### config.mk
export PLATFORM = sky130hd
export DESIGN_NAME = accel_spi_responder
export DESIGN_NICKNAME = d
export VERILOG_FILES = /design/src/rtl/accel_regs_pkg.sv /design/src/rtl/spi_pin_sync.sv /design/src/rtl/accel_spi_responder.sv
export SDC_FILE = /design/constraint.sdc
export NUM_CORES = 1
export LEC_CHECK = 0
export ABC_AREA = 1
export CAP_MARGIN = 20
export CORE_MARGIN = 2
export CORE_UTILIZATION = 59
export CTS_CLUSTER_DIAMETER = 30
export DETAILED_ROUTE_END_ITERATION = 10
export GPL_TIMING_DRIVEN = 0
export PLACE_DENSITY = 0.8
export SYNTH_ARGS = -nofsm -noshare
export SYNTH_HDL_FRONTEND = slang
export SYNTH_SLANG_ARGS = --single-unit
### constraint.sdc
create_clock -name clk -period 2.5 [get_ports clk]
set_clock_uncertainty 0.1 [all_clocks]
set_input_delay 0.375 -clock clk [delete_from_list [all_inputs] [get_ports clk]]
set_output_delay 0.375 -clock clk [all_outputs]
set_load 0.01 [all_outputs]
### src/rtl/accel_regs_pkg.sv
// Register map, reset values and SPI FSM encoding shared by the accelerometer
// responder and its helpers.
package accel_regs_pkg;

  localparam logic [5:0] ADDR_DEVID       = 6'h00;
  localparam logic [5:0] ADDR_BW_RATE     = 6'h2C;
  localparam logic [5:0] ADDR_POWER_CTL   = 6'h2D;
  localparam logic [5:0] ADDR_INT_ENABLE  = 6'h2E;
  localparam logic [5:0] ADDR_INT_SOURCE  = 6'h30;
  localparam logic [5:0] ADDR_DATA_FORMAT = 6'h31;
  localparam logic [5:0] ADDR_DATAX0      = 6'h32;
  localparam logic [5:0] ADDR_DATAX1      = 6'h33;
  localparam logic [5:0] ADDR_DATAY0      = 6'h34;
  localparam logic [5:0] ADDR_DATAY1      = 6'h35;
  localparam logic [5:0] ADDR_DATAZ0      = 6'h36;
  localparam logic [5:0] ADDR_DATAZ1      = 6'h37;

  localparam logic [7:0] RST_BW_RATE     = 8'h0A;
  localparam logic [7:0] RST_POWER_CTL   = 8'h00;
  localparam logic [7:0] RST_INT_ENABLE  = 8'h00;
  localparam logic [7:0] RST_DATA_FORMAT = 8'h00;

  typedef enum logic [1:0] {
    ST_IDLE = 2'd0,
    ST_CMD  = 2'd1,
    ST_DATA = 2'd2
  } spi_state_e;

  function automatic logic is_writable(input logic [5:0] addr);
    return (addr == ADDR_BW_RATE) || (addr == ADDR_POWER_CTL) ||
           (addr == ADDR_INT_ENABLE) || (addr == ADDR_DATA_FORMAT);
  endfunction

  function automatic logic is_sample_addr(input logic [5:0] addr);
    return (addr >= ADDR_DATAX0) && (addr <= ADDR_DATAZ1);
  endfunction

endpackage

### src/rtl/spi_pin_sync.sv
// Multi-bit synchronizer chain for asynchronous SPI pins with rise/fall pulses.
// Edges are produced for the upper EDGE_W pins, levels for the lower LEVEL_W pins.
module spi_pin_sync #(
  parameter int               WIDTH   = 3,
  parameter int               STAGES  = 2,
  parameter int               EDGE_W  = 2,
  parameter int               LEVEL_W = 2,
  parameter logic [WIDTH-1:0] RST_VAL = '1
) (
  input  logic               clk,
  input  logic               reset_n,
  input  logic [WIDTH-1:0]   pin,
  output logic [LEVEL_W-1:0] level,
  output logic [EDGE_W-1:0]  rise,
  output logic [EDGE_W-1:0]  fall
);

  logic [WIDTH-1:0]  chain_reg [STAGES];
  logic [EDGE_W-1:0] prev_reg;
  logic [WIDTH-1:0]  sync_now;
  logic [EDGE_W-1:0] edge_now;

  always_ff @(posedge clk or negedge reset_n) begin
    if (!reset_n) begin
      for (int i = 0; i < STAGES; i++) chain_reg[i] <= RST_VAL;
      prev_reg <= RST_VAL[WIDTH-1 -: EDGE_W];
    end else begin
      chain_reg[0] <= pin;
      for (int i = 1; i < STAGES; i++) chain_reg[i] <= chain_reg[i-1];
      prev_reg <= edge_now;
    end
  end

  assign sync_now = chain_reg[STAGES-1];
  assign edge_now = sync_now[WIDTH-1 -: EDGE_W];
  assign level    = sync_now[LEVEL_W-1:0];
  assign rise     = edge_now & ~prev_reg;
  assign fall     = ~edge_now & prev_reg;

endmodule

### src/rtl/accel_spi_responder.sv
// Mode-3 SPI responder emulating a 3-axis accelerometer: register file,
// coherent sample shadow with a pending slot, and auto-increment bursts.
module accel_spi_responder
  import accel_regs_pkg::*;
#(
  parameter logic [7:0] DEVID       = 8'hE5,
  parameter int         SYNC_STAGES = 2
) (
  input  logic        clk,
  input  logic        reset_n,
  input  logic        spi_csn,
  input  logic        spi_sclk,
  input  logic        spi_sdi,
  output logic        spi_sdo,
  output logic        spi_sdo_oe,
  input  logic [15:0] sample_x,
  input  logic [15:0] sample_y,
  input  logic [15:0] sample_z,
  input  logic        sample_valid,
  output logic        data_ready_int
);

  logic [1:0] pin_level;
  logic [1:0] pin_rise;
  logic [1:0] pin_fall;
  logic       csn_level, csn_rise, csn_fall;
  logic       sclk_rise, sclk_fall, sdi_level;

  // Pin order {sclk, csn, sdi}: sclk needs only edges, sdi only its level.
  spi_pin_sync #(
    .WIDTH  (3),
    .STAGES (SYNC_STAGES),
    .EDGE_W (2),
    .LEVEL_W(2),
    .RST_VAL(3'b110)
  ) u_pin_sync (
    .clk    (clk),
    .reset_n(reset_n),
    .pin    ({spi_sclk, spi_csn, spi_sdi}),
    .level  (pin_level),
    .rise   (pin_rise),
    .fall   (pin_fall)
  );

  assign csn_level = pin_level[1];
  assign sdi_level = pin_level[0];
  assign sclk_rise = pin_rise[1];
  assign sclk_fall = pin_fall[1];
  assign csn_rise  = pin_rise[0];
  assign csn_fall  = pin_fall[0];

  spi_state_e  state_reg, state_next;
  logic [2:0]  bit_cnt_reg;
  logic [6:0]  shift_in_reg;
  logic [7:0]  shift_out_reg;
  logic        sdo_reg, rw_reg, mb_reg, sample_read_reg;
  logic [5:0]  addr_reg;
  logic [7:0]  bw_rate_reg, power_ctl_reg, int_enable_reg, data_format_reg;
  logic [15:0] shadow_x_reg, shadow_y_reg, shadow_z_reg;
  logic [15:0] pend_x_reg, pend_y_reg, pend_z_reg;
  logic        pend_valid_reg, data_ready_reg, data_ready_int_reg;

  logic [7:0]  rx_byte, load_data;
  logic [5:0]  addr_next, load_addr;
  logic        cmd_done, byte_done, shift_en;

  assign rx_byte   = {shift_in_reg, sdi_level};
  assign addr_next = mb_reg ? addr_reg + 6'd1 : addr_reg;
  assign load_addr = cmd_done ? rx_byte[5:0] : addr_next;
  assign shift_en  = (state_reg == ST_DATA) && rw_reg && sclk_fall && !csn_rise;

  always_comb begin
    state_next = state_reg;
    cmd_done   = 1'b0;
    byte_done  = 1'b0;
    case (state_reg)
      ST_IDLE: if (csn_fall) state_next = ST_CMD;
      ST_CMD: begin
        if (sclk_rise && bit_cnt_reg == 3'd7) begin
          state_next = ST_DATA;
          cmd_done   = 1'b1;
        end
      end
      ST_DATA: if (sclk_rise && bit_cnt_reg == 3'd7) byte_done = 1'b1;
      default: state_next = ST_IDLE;
    endcase
    // CSN release aborts everything, including a byte finishing on the same clk.
    if (csn_rise) begin
      state_next = ST_IDLE;
      cmd_done   = 1'b0;
      byte_done  = 1'b0;
    end
  end

  always_ff @(posedge clk or negedge reset_n) begin
    if (!reset_n) state_reg <= ST_IDLE;
    else          state_reg <= state_next;
  end

  always_comb begin
    load_data = 8'h00;
    case (load_addr)
      ADDR_DEVID:       load_data = DEVID;
      ADDR_BW_RATE:     load_data = bw_rate_reg;
      ADDR_POWER_CTL:   load_data = power_ctl_reg;
      ADDR_INT_ENABLE:  load_data = int_enable_reg;
      ADDR_INT_SOURCE:  load_data = {data_ready_reg, 7'd0};
      ADDR_DATA_FORMAT: load_data = data_format_reg;
      ADDR_DATAX0:      load_data = shadow_x_reg[7:0];
      ADDR_DATAX1:      load_data = shadow_x_reg[15:8];
      ADDR_DATAY0:      load_data = shadow_y_reg[7:0];
      ADDR_DATAY1:      load_data = shadow_y_reg[15:8];
      ADDR_DATAZ0:      load_data = shadow_z_reg[7:0];
      ADDR_DATAZ1:      load_data = shadow_z_reg[15:8];
      default:          load_data = 8'h00;
    endcase
  end

  always_ff @(posedge clk or negedge reset_n) begin
    if (!reset_n) begin
      bit_cnt_reg     <= 3'd0;
      shift_in_reg    <= 7'd0;
      shift_out_reg   <= 8'h00;
      sdo_reg         <= 1'b1;
      rw_reg          <= 1'b0;
      mb_reg          <= 1'b0;
      addr_reg        <= 6'd0;
      sample_read_reg <= 1'b0;
    end else begin
      if (csn_fall) begin
        bit_cnt_reg <= 3'd0;
      end else if (sclk_rise && state_reg != ST_IDLE) begin
        bit_cnt_reg  <= bit_cnt_reg + 3'd1;
        shift_in_reg <= rx_byte[6:0];
      end

      if (cmd_done) begin
        rw_reg   <= rx_byte[7];
        mb_reg   <= rx_byte[6];
        addr_reg <= rx_byte[5:0];
      end else if (byte_done) begin
        addr_reg <= addr_next;
      end

      if (cmd_done || (byte_done && rw_reg)) shift_out_reg <= load_data;
      else if (shift_en)                     shift_out_reg <= {shift_out_reg[6:0], 1'b0};

      if (csn_rise || cmd_done) sdo_reg <= 1'b1;
      else if (shift_en)        sdo_reg <= shift_out_reg[7];

      // A sample byte counts as consumed once its MSB leaves on the pin.
      if (csn_rise || csn_fall)
        sample_read_reg <= 1'b0;
      else if (shift_en && bit_cnt_reg == 3'd0 && is_sample_addr(addr_reg))
        sample_read_reg <= 1'b1;
    end
  end

  always_ff @(posedge clk or negedge reset_n) begin
    if (!reset_n) begin
      bw_rate_reg     <= RST_BW_RATE;
      power_ctl_reg   <= RST_POWER_CTL;
      int_enable_reg  <= RST_INT_ENABLE;
      data_format_reg <= RST_DATA_FORMAT;
    end else if (byte_done && !rw_reg && is_writable(addr_reg)) begin
      case (addr_reg)
        ADDR_BW_RATE:     bw_rate_reg     <= rx_byte;
        ADDR_POWER_CTL:   power_ctl_reg   <= rx_byte;
        ADDR_INT_ENABLE:  int_enable_reg  <= rx_byte;
        ADDR_DATA_FORMAT: data_format_reg <= rx_byte;
        default: ;
      endcase
    end
  end

  always_ff @(posedge clk or negedge reset_n) begin
    if (!reset_n) begin
      shadow_x_reg       <= 16'd0;
      shadow_y_reg       <= 16'd0;
      shadow_z_reg       <= 16'd0;
      pend_x_reg         <= 16'd0;
      pend_y_reg         <= 16'd0;
      pend_z_reg         <= 16'd0;
      pend_valid_reg     <= 1'b0;
      data_ready_reg     <= 1'b0;
      data_ready_int_reg <= 1'b0;
    end else begin
      data_ready_int_reg <= data_ready_reg & int_enable_reg[7];
      if (csn_rise) begin
        // A strobe coinciding with CSN release is newer than any pending sample.
        if (sample_valid) begin
          shadow_x_reg   <= sample_x;
          shadow_y_reg   <= sample_y;
          shadow_z_reg   <= sample_z;
          data_ready_reg <= 1'b1;
        end else if (pend_valid_reg) begin
          shadow_x_reg   <= pend_x_reg;
          shadow_y_reg   <= pend_y_reg;
          shadow_z_reg   <= pend_z_reg;
          data_ready_reg <= 1'b1;
        end else if (sample_read_reg) begin
          data_ready_reg <= 1'b0;
        end
        pend_valid_reg <= 1'b0;
      end else if (sample_valid) begin
        if (csn_level) begin
          shadow_x_reg   <= sample_x;
          shadow_y_reg   <= sample_y;
          shadow_z_reg   <= sample_z;
          data_ready_reg <= 1'b1;
        end else begin
          pend_x_reg     <= sample_x;
          pend_y_reg     <= sample_y;
          pend_z_reg     <= sample_z;
          pend_valid_reg <= 1'b1;
        end
      end
    end
  end

  assign spi_sdo_oe     = ~csn_level;
  assign spi_sdo        = (state_reg == ST_DATA && rw_reg) ? sdo_reg : 1'b1;
  assign data_ready_int = data_ready_int_reg;

endmodule

==> impl_metrics.csv <==
group,metric,value,unit
detailed_routing,via_count,7311,
finish,mostFrequentLayoutCell,"nand2_1",
worst_setup_path,reg2reg_depth,16,
die,ioPinCount,57,
synthesis,ys_top_cells_by_area,"dfrtp_1 49%, nand2_1 14%, o21ai_0 12%",
detailed_routing,first_pass_iters,6,
synthesis,synthArstFlopShare,100,%
worst_setup_path,slowest_delay,0.39,ns
power,p_total,6770,uW
sta,rsz0062_at_grt,"yes",
die,start_util,60.9,%
worst_setup_path,critPathMaxFanout,8,
worst_setup_path,slowest_stage,"dfrtp_1",
synthesis,synth_ff_type,"dfrtp_1",
synthesis,synthesis.instances,1015,
worst_hold_path,worstHoldPathType,"in2reg",
finish,register_area,4240,um^2
clock_tree,htree_levels,4,
clock_tree,clk_latency,0.43,ns
worst_setup_path,cp-end-kind,"flop",
worst_setup_path,start_kind,"flop",
synthesis,ys_seq_area_share,52.0,%
detailed_routing,wire_per_inst,16.5,um
die,fp.dieArea,14800,um^2
power,irDropWorstVdd,0.541,mV
detailed_routing,first_iter_violations,787,
sta,finalCritPeriodShare,101,%
sta,fin_crit,2.53,ns
finish,drive_above_1_share,15.5,%
worst_setup_path,r2r_start,"bit_cnt_reg[1]$_DFFE_PN0P_",
sta,setup_viol,4,
sta,fmax,395,MHz
sta,slew_viol_final,0,
detailed_routing,via_per_inst,5.60,
die,die_w,122,um
finish,nNetsFinal,1179,
synthesis,yosysTopAreaCell,"dfrtp_1",
job,timing.max_cap.violations,0,
worst_setup_path,path_cells,"ha_2 > ha_4 > nand3_4 > inv_2 > nand2_4 > buf_8 > nand2_8 > nand2_8 > nand3_4 > nor2_4 > nand3_1 > nand2_1 > nor2_2 > nand3_1 > nand2_1 > a21oi_1",
sta,finalWorstSetupSlack,-0.0332,ns
worst_setup_path,cp-startpoint,"bit_cnt_reg[1]$_DFFE_PN0P_",
worst_setup_path,crit_required,2.76,ns
sta,tightest_slew,0.743,ns
power,leakage,0.00478,uW
clock_tree,cts_tree,"yes",
worst_hold_path,hold_path_end,"u_pin_sync.chain_reg[4]$_DFF_PN1_",
synthesis,syn-num-nets,1078,
detailed_routing,drt_wl_total,21500,um
worst_setup_path,crit_type,"reg2reg",
worst_hold_path,worstHoldStart,"spi_csn",
sta,relSlewSlack,50.0,%
global_route,grt_pass1_wl,33600,um
clock_tree,ctsLongestPathBuffers,2,
global_route,grt-ovfl-total,0,
worst_setup_path,worst-r2r-setup-slack,-0.03,ns
clock_tree,cts-buffers-inserted,17,
synthesis,syn_area_per_cell,8.04,um^2
synthesis,yosys.area.top_type_share,49.1,%
status,violations,"setup timing",
worst_hold_path,hold_depth,1,
placement,dp_slack,-0.240,ns
placement,portBuffers,56,
die,rows,42,
power,p_per_area,667,nW/um^2
global_route,grtUsageTotal,29.4,%
clock_tree,cts.sinks,169,
finish,nFillCells,944,
detailed_routing,ant_nets,0,
global_route,grt_pass1_vias,6907,
synthesis,ys_seq_elements,169,
placement,hpwl,14000,um
clock_tree,clock-root-buffer,"clkbuf_16",
synthesis,synth_edf_count,0,
synthesis,yosys_warnings,0,
die,core_region_area,13400,um^2
global_route,grt_max_degree,92,
finish,antenna_cells,0,
placement,gp_congestion,0.898,
sta,hold_violations,0,
die,die_y,122,um
synthesis,synthesis.area,8160,um^2
worst_setup_path,critPathArrivalTime,2.80,ns
synthesis,yosysUniqueCellTypes,37,
global_route,antenna_found_initial,0,
finish,area_growth,24.4,%
finish,layout_common_cells,"285 x nand2_1, 193 x o21ai_0, 158 x dfrtp_1",
clock_tree,clk_pin_slew,0.07,ns
detailed_routing,drc_errors,0,
finish,multi_input_area,3670,um^2
worst_setup_path,regToRegEndpoint,"shift_out_reg[3]$_DFFE_PN0P_",
status,outcome,"finished, violations left",
-- Yosys cell counts, types with 2 or more instances --
| master | instances |
|---|---|
| o21ai_0 | 193 |
| a21oi_1 | 10 |
| inv_2 | 2 |
| buf_1 | 5 |
| nor2_2 | 5 |
| o21ai_1 | 9 |
| o21ai_2 | 3 |
| clkbuf_1 | 27 |
| buf_2 | 3 |
| nand2_2 | 12 |
| nand3_1 | 79 |
| nor3b_1 | 2 |
| dfstp_2 | 9 |
| buf_6 | 4 |
| o211ai_1 | 5 |
| ha_1 | 9 |
| inv_1 | 101 |
| nand2_1 | 297 |
| dfrtp_1 | 160 |
| nor2_4 | 11 |
| o21a_1 | 2 |
| nor2_1 | 45 |
| nor3_1 | 4 |
| buf_4 | 4 |
| nor4_1 | 2 |
-- per-layer routing --
metal | track usage (%) | routed length [um] | up-vias
met2 | 48.2 | 10700 | 309
met1 | 38.2 | 8860 | 3448
met5 | 0 | 0 | -
met4 | 12.6 | 661 | 0
li1 | - | - | 3492
met3 | 5.99 | 1280 | 62
-- how the worst max path moves through the flow --
stage	depth (start not counted)	to
finish	16	shift_out_reg[3]$_DFFE_PN0P_
global route	18	shift_out_reg[1]$_DFFE_PN0P_
CTS	16	shift_out_reg[2]$_DFFE_PN0P_
detailed placement	11	shift_out_reg[1]$_DFFE_PN0P_
global placement	1	pend_x_reg[4]$_DFFE_PN0P_
floorplan	17	shift_out_reg[5]$_DFFE_PN0P_
-- report_power, final --
group          leakage (uW)  switching [uW]  internal, uW
sequential          0.00215             213          3080
clock              0.000295            1110          1530
combinational       0.00234             540           297
total               0.00478            1870          4910
-- what timing repair did --
| item | in CTS | in global routing |
|---|---|---|
| endpoints found under the hold margin | 71 | 0 |
| setup buffers | 11 | 10 |
| gates cloned | 3 | 1 |
| pin swaps | 18 | 29 |
| endpoints found under the setup margin | 68 | 115 |
| gates resized for setup | 34 | 67 |
| hold buffers | 1 | 0 |
-- per-stage QoR --
stage / cell area, um^2 / hold slack, ns / utilization, % / TNS (ns) / cells
2_1_floorplan: 8160 / -0.0206 / - / 0 / 1015
3_3_place_gp: 8940 / 0.237 / 66.7 / -967.23 / 1247
3_5_place_dp: 8970 / 0.235 / 67.0 / -6.16 / 1248
4_1_cts: 9830 / 0.243 / 73.4 / 0 / 1294
5_1_grt: 10200 / 0.248 / 75.8 / -1.14 / 1305
6_report: 10200 / 0.239 / 75.8 / -0.0659 / 1305
-- final cells by class --
| class | instances | area share [%] |
|---|---|---|
| flip-flops and latches | 169 | 41.8 |
| multi-input cells | 701 | 36.1 |
| plain buffers | 42 | 2.18 |
| inverters | 103 | 3.83 |
| clock inverters | 12 | 1.38 |
| clock buffers | 20 | 4.50 |
| well taps | 176 | 2.17 |
| repair buffers | 82 | 8.02 |
-- logic make-up after synthesis --
kind of cell | share of synthesized area (%)
XOR/XNOR | 0.107
AND/OR/NAND/NOR | 24.9
AO/OA/AOI/OAI | 14.4
flip-flops | 52.0
buffers and inverters | 7.31
adder cells (fa/ha/maj) | 1.38
-- worst max-delay path, delay by kind of cell (launching register included) --
family,cells,cell delay (ns)
flip-flops,1,0.39
adder cells (fa/ha/maj),2,0.38
buffers and inverters,2,0.22
AO/OA/AOI/OAI,1,0.14
AND/OR/NAND/NOR,11,1.23
Note: power is estimated with default switching activity, not from simulation.
